**src/rtl/fifo_uart_tx.sv**
```systemverilog
// fifo_uart_tx: drains a synchronous FIFO one word at a time onto a UART-style TX line.
// Ports: clk, rst_n, enable, fifo_empty/fifo_pop/fifo_dout, tx, busy, frame_done, frame_count.
module fifo_uart_tx #(
  parameter int WIDTH        = 8,
  parameter int CLKS_PER_BIT = 16,
  parameter int PARITY_EN    = 0,
  parameter int PARITY_ODD   = 0,
  parameter int STOP_BITS    = 1
) (
  input  logic             clk,
  input  logic             rst_n,
  input  logic             enable,
  input  logic             fifo_empty,
  output logic             fifo_pop,
  input  logic [WIDTH-1:0] fifo_dout,
  output logic             tx,
  output logic             busy,
  output logic             frame_done,
  output logic [15:0]      frame_count
);

  localparam int CW = $clog2(CLKS_PER_BIT + 1);
  localparam int BW = $clog2(WIDTH + 1);

  typedef enum logic [2:0] {
    IDLE,
    FETCH,
    LOAD,
    START,
    DATA,
    PARITY,
    STOP
  } state_t;

  state_t           state_q, state_d;
  logic [CW-1:0]    baud_q, baud_d;
  logic [BW-1:0]    bit_q, bit_d;
  logic [WIDTH-1:0] shift_q, shift_d;
  logic             par_q, par_d;
  logic [15:0]      frame_cnt_q;

  logic can_go;
  logic bit_end;
  logic last_stop;

  assign can_go  = enable && !fifo_empty;
  assign bit_end = (baud_q == CW'(CLKS_PER_BIT - 1));

  // bit_q doubles as the stop-bit index while in STOP
  assign last_stop = (state_q == STOP) && bit_end
                  && (bit_q == BW'(STOP_BITS - 1));

  always_ff @(posedge clk or negedge rst_n) begin
    if (!rst_n) begin
      state_q     <= IDLE;
      baud_q      <= '0;
      bit_q       <= '0;
      shift_q     <= '0;
      par_q       <= 1'b0;
      frame_cnt_q <= '0;
    end else begin
      state_q <= state_d;
      baud_q  <= baud_d;
      bit_q   <= bit_d;
      shift_q <= shift_d;
      par_q   <= par_d;
      if (last_stop) begin
        frame_cnt_q <= frame_cnt_q + 16'd1;
      end
    end
  end

  always_comb begin
    state_d = state_q;
    baud_d  = '0;
    bit_d   = bit_q;
    shift_d = shift_q;
    par_d   = par_q;
    tx      = 1'b1;
    unique case (state_q)
      IDLE: begin
        bit_d = '0;
        if (can_go) begin
          state_d = FETCH;
        end
      end
      FETCH: begin
        state_d = LOAD;
      end
      LOAD: begin
        shift_d = fifo_dout;
        par_d   = (^fifo_dout) ^ (PARITY_ODD != 0);
        bit_d   = '0;
        state_d = START;
      end
      START: begin
        tx     = 1'b0;
        baud_d = bit_end ? '0 : baud_q + CW'(1);
        if (bit_end) begin
          state_d = DATA;
        end
      end
      DATA: begin
        tx     = shift_q[0];
        baud_d = bit_end ? '0 : baud_q + CW'(1);
        if (bit_end) begin
          shift_d = shift_q >> 1;
          if (bit_q == BW'(WIDTH - 1)) begin
            bit_d   = '0;
            state_d = (PARITY_EN != 0) ? PARITY : STOP;
          end else begin
            bit_d = bit_q + BW'(1);
          end
        end
      end
      PARITY: begin
        tx     = par_q;
        baud_d = bit_end ? '0 : baud_q + CW'(1);
        if (bit_end) begin
          state_d = STOP;
        end
      end
      STOP: begin
        baud_d = bit_end ? '0 : baud_q + CW'(1);
        if (bit_end) begin
          if (bit_q == BW'(STOP_BITS - 1)) begin
            bit_d   = '0;
            state_d = can_go ? FETCH : IDLE;
          end else begin
            bit_d = bit_q + BW'(1);
          end
        end
      end
      default: begin
        state_d = IDLE;
      end
    endcase
  end

  assign fifo_pop    = (state_q == FETCH);
  assign busy        = (state_q != IDLE);
  assign frame_done  = last_stop;
  assign frame_count = frame_cnt_q;

endmodule

```
**config.mk**
```make
export PLATFORM = sky130hd
export DESIGN_NAME = fifo_uart_tx
export DESIGN_NICKNAME = d
export VERILOG_FILES = /design/src/rtl/fifo_uart_tx.sv
export SDC_FILE = /design/constraint.sdc
export NUM_CORES = 1
export LEC_CHECK = 0
export CAP_MARGIN = 30
export CELL_PAD_IN_SITES_DETAIL_PLACEMENT = 1
export CELL_PAD_IN_SITES_GLOBAL_PLACEMENT = 2
export CORE_ASPECT_RATIO = 0.6
export CORE_MARGIN = 2
export CORE_UTILIZATION = 37
export DETAILED_ROUTE_END_ITERATION = 8
export PLACE_DENSITY = 0.95
export SKIP_CTS_REPAIR_TIMING = 1
export SLEW_MARGIN = 40
export SYNTH_ARGS = -nofsm -noshare
export SYNTH_HDL_FRONTEND = slang
export SYNTH_SLANG_ARGS = --single-unit
export TNS_END_PERCENT = 5
```
**constraint.sdc**
```tcl
create_clock -name clk -period 4.6 [get_ports clk]
set_input_delay 1.15 -clock clk [delete_from_list [all_inputs] [get_ports clk]]
set_output_delay 1.15 -clock clk [all_outputs]
set_load 0.05 [all_outputs]
```
==> flow_metrics.py <==
metrics = {
    "global_route": {
        "grt_use_total_pct": 17.5,
        "grt_max_degree": 38,
        "grt_pass1_vias": 1583,
        "antenna_found_initial": 0,
        "grt_overflow": 0,
        "grt_first_pass_wirelength_mm": 7.93,
    },
    "timing": {
        "skew_ns": 0.00606,
        "hold_viol": 0,
        "slew_viol_final": 0,
        "fin_crit_sh_pct": 83.5,
        "tightestPinTransition_ns": 0.649,
        "fmax_ghz": 0.260,
        "rsz0062_at_grt": "false",
        "finalSetupViolCount": 0,
        "post-route-min-period_ns": 3.84,
        "finalSetupTns_ns": 0,
        "maxSlewHeadroom_pct": 56.5,
    },
    "synthesis": {
        "synth_warnings": 0,
        "syn_avg_cell_area_um2": 10.8,
        "synth_fp_nets": 200,
        "synthCells": 184,
        "synth-edff-count": 0,
        "yosysSeqAreaShare_pct": 46.7,
        "ys_seq_elements": 37,
        "async_flop_share_pct": 100,
        "synth_cell_types": 46,
        "synth_top_flop_cell": "dfrtp_1",
        "synth_area_mm2": 0.00198,
    },
    "setup_path": {
        "start_kind": "flip-flop",
        "r2r_setup_slack_ns": 2.44,
        "r2r_cells": 4,
        "crit_chain": "ha_1 > nand4b_1 > nor4_2 > buf_4 > clkdlybuf4s50_1",
        "crit_fanout": 11,
        "critical_path.top_delay_family": "buffers and inverters",
        "crit_type": "reg2out",
        "crit_start": "baud_q[0]",
        "crit_path_max_incr_delay_ns": 0.80,
        "critPathBufInv": 2,
        "cp.depth": 5,
        "cpMaxStageDelayCell": "clkdlybuf4s50_1",
        "cp.required_ns": 3.45,
        "critPathCaptureType": "output pin",
        "reg2reg_from": "state_q[0]",
        "reg2reg_to": "frame_count[13]",
        "endpoint": "frame_done",
        "cp.arrival_ns": 2.69,
    },
    "pwr": {
        "swShare_pct": 20.5,
        "vdd_drop_max_mv": 0.113,
        "power_frac_seq_pct": 46.8,
        "clkPwrFrac_pct": 47.1,
        "power.density_mw_per_mm2": 288,
        "power_leakage_nw": 1.15,
        "internal-power_mw": 0.570,
        "switchingPower_mw": 0.147,
        "combPwrFrac_pct": 6.1,
    },
    "outcome": {
        "status": "finished, final reports clean",
    },
    "route": {
        "routed_wl_mm": 4.64,
        "ant_nets": 0,
        "wl_per_cell_um": 16.3,
        "via_per_inst": 5.30,
        "firstDrtPassIters": 4,
        "via_count": 1506,
        "route.detailed.drc": 0,
        "drt-initial-drc-count": 22,
    },
    "floorplan": {
        "coreArea_mm2": 0.00510,
        "die_h_um": 60.7,
        "die_area_mm2": 0.00597,
        "start_util_pct": 38.8,
        "dieWidth_um": 98.5,
        "row_count": 20,
        "ios": 32,
    },
    "min_path": {
        "min_path_type": "reg2reg",
        "whs_path_depth": 1,
        "min_from": "baud_q[0]",
    },
    "placement": {
        "numPortBuffers": 31,
        "dpl.hpwl_mm": 3.28,
        "placed_cells": 276,
        "gp_congestion": 0.737,
    },
    "cts": {
        "cts_tree": "built",
        "worstSkewPairLatency_ns": 0.30,
        "htreeDepth": 2,
        "cts_made_buffers": 5,
        "clkSlewWorstSetupHoldPaths_ns": 0.07,
        "ctsRootBufferMaster": "clkbuf_8",
        "cts_sinks": 37,
        "clk_path_buf_depth": 2,
    },
    "cells_and_area": {
        "final_cell_mix": "dfrtp_1, clkdlybuf4s50_1, mux2_2, xnor2_1",
        "instances_no_fill": 284,
        "diodes": 0,
        "syn_to_final_growth_pct": 25.7,
        "final_core_util_pct": 48.8,
        "nNetsFinal": 233,
        "drive_above_1_share_pct": 16.1,
        "final_common_cell": "dfrtp_1",
    },
    "flow_run": {
        "maxCapViolations": 0,
    },
}
sequential cells by signal (all words and copies together), names as in the netlist:
register     cells
shift_q          8
frame_count     16
par_q            1
baud_q           5
state_q          3
bit_q            4
layout make-up:
type | count | area (µm²)
inverter | 6 | 22.5
tap | 66 | 82.6
sequential | 37 | 926
multi-input combinational | 134 | 1000
clock inverter | 3 | 65.1
fill | 572 | 2620
clock buffer | 5 | 68.8
timing repair buffer | 33 | 323
worst min path at each step:
| stage | to | slack [ns] |
|---|---|---|
| final | baud_q[0] | 0.48 |
| after global routing | baud_q[0] | 0.50 |
| after CTS | baud_q[0] | 0.48 |
| after detailed placement | baud_q[0] | 0.47 |
| after global placement | baud_q[0] | 0.45 |
| after floorplan | baud_q[0] | 0.44 |
cells by family (layout without fill, tap and decap cells):
group                    count (synthesis)  count (layout)  share of synthesized area, %
flip-flops                              37              37                          46.7
AND/OR/NAND/NOR                         67              67                          20.4
adder cells (fa/ha/maj)                  4               4                          2.53
multiplexers                            15              15                          8.53
buffers and inverters                   13              47                          2.65
AO/OA/AOI/OAI                           23              23                          8.09
XOR/XNOR                                25              25                          11.1
cells in the mapped netlist (2+ instances only):
cell type	n	share of area, %
ha_1	4	2.5
mux2_2	15	8.5
inv_1	5	0.95
nand2b_1	2	0.63
nor2b_1	3	0.95
buf_2	3	0.76
nand4_1	4	1.3
xor2_1	11	4.9
nor4_1	4	1.3
dfrtp_1	37	47
a21oi_1	4	1.0
or3_1	2	0.63
nor3_1	9	2.3
clkbuf_1	4	0.76
nor4_2	2	1.3
nand2_1	11	2.1
xnor2_1	14	6.2
or2_1	2	0.63
nand3_1	9	2.3
o21ai_0	6	1.5
nor2_1	8	1.5
power by group through the flow:
stage                     Sequential (mW)  Combinational, mW  Clock, mW
after CTS                           0.335             0.0446      0.347
final                               0.335             0.0434      0.338
after floorplan                     0.340             0.0224          0
after global placement              0.342             0.0426          0
after detailed placement            0.342             0.0443          0
after global routing                0.337             0.0491      0.365
metal layers:
metal,wire length [µm],vias to the layer above,global-route usage [%]
met5,0,-,0
met4,50,0,4.89
met3,223,5,5.99
met2,1970,29,26.5
met1,2390,743,24.2
li1,-,729,-
stage by stage:
step	hold slack, ns	power, mW	setup WS [ns]	cell area [µm²]
floorplan	0.444	0.363	1.37	1980
global placement	0.455	0.384	1.13	2350
detailed placement	0.475	0.386	1.11	2360
CTS	0.485	0.727	0.756	2490
global route	0.502	0.751	0.596	2490
finish	0.478	0.717	0.757	2490
worst reg2reg max path, stage by stage, from the launching register on:
cell,delay (ns)
dfrtp_1,0.62
or2_1,0.40
or3_1,0.54
nor4_2,0.35
xor2_1,0.17
No activity file was read; power rests on OpenSTA's default activity.
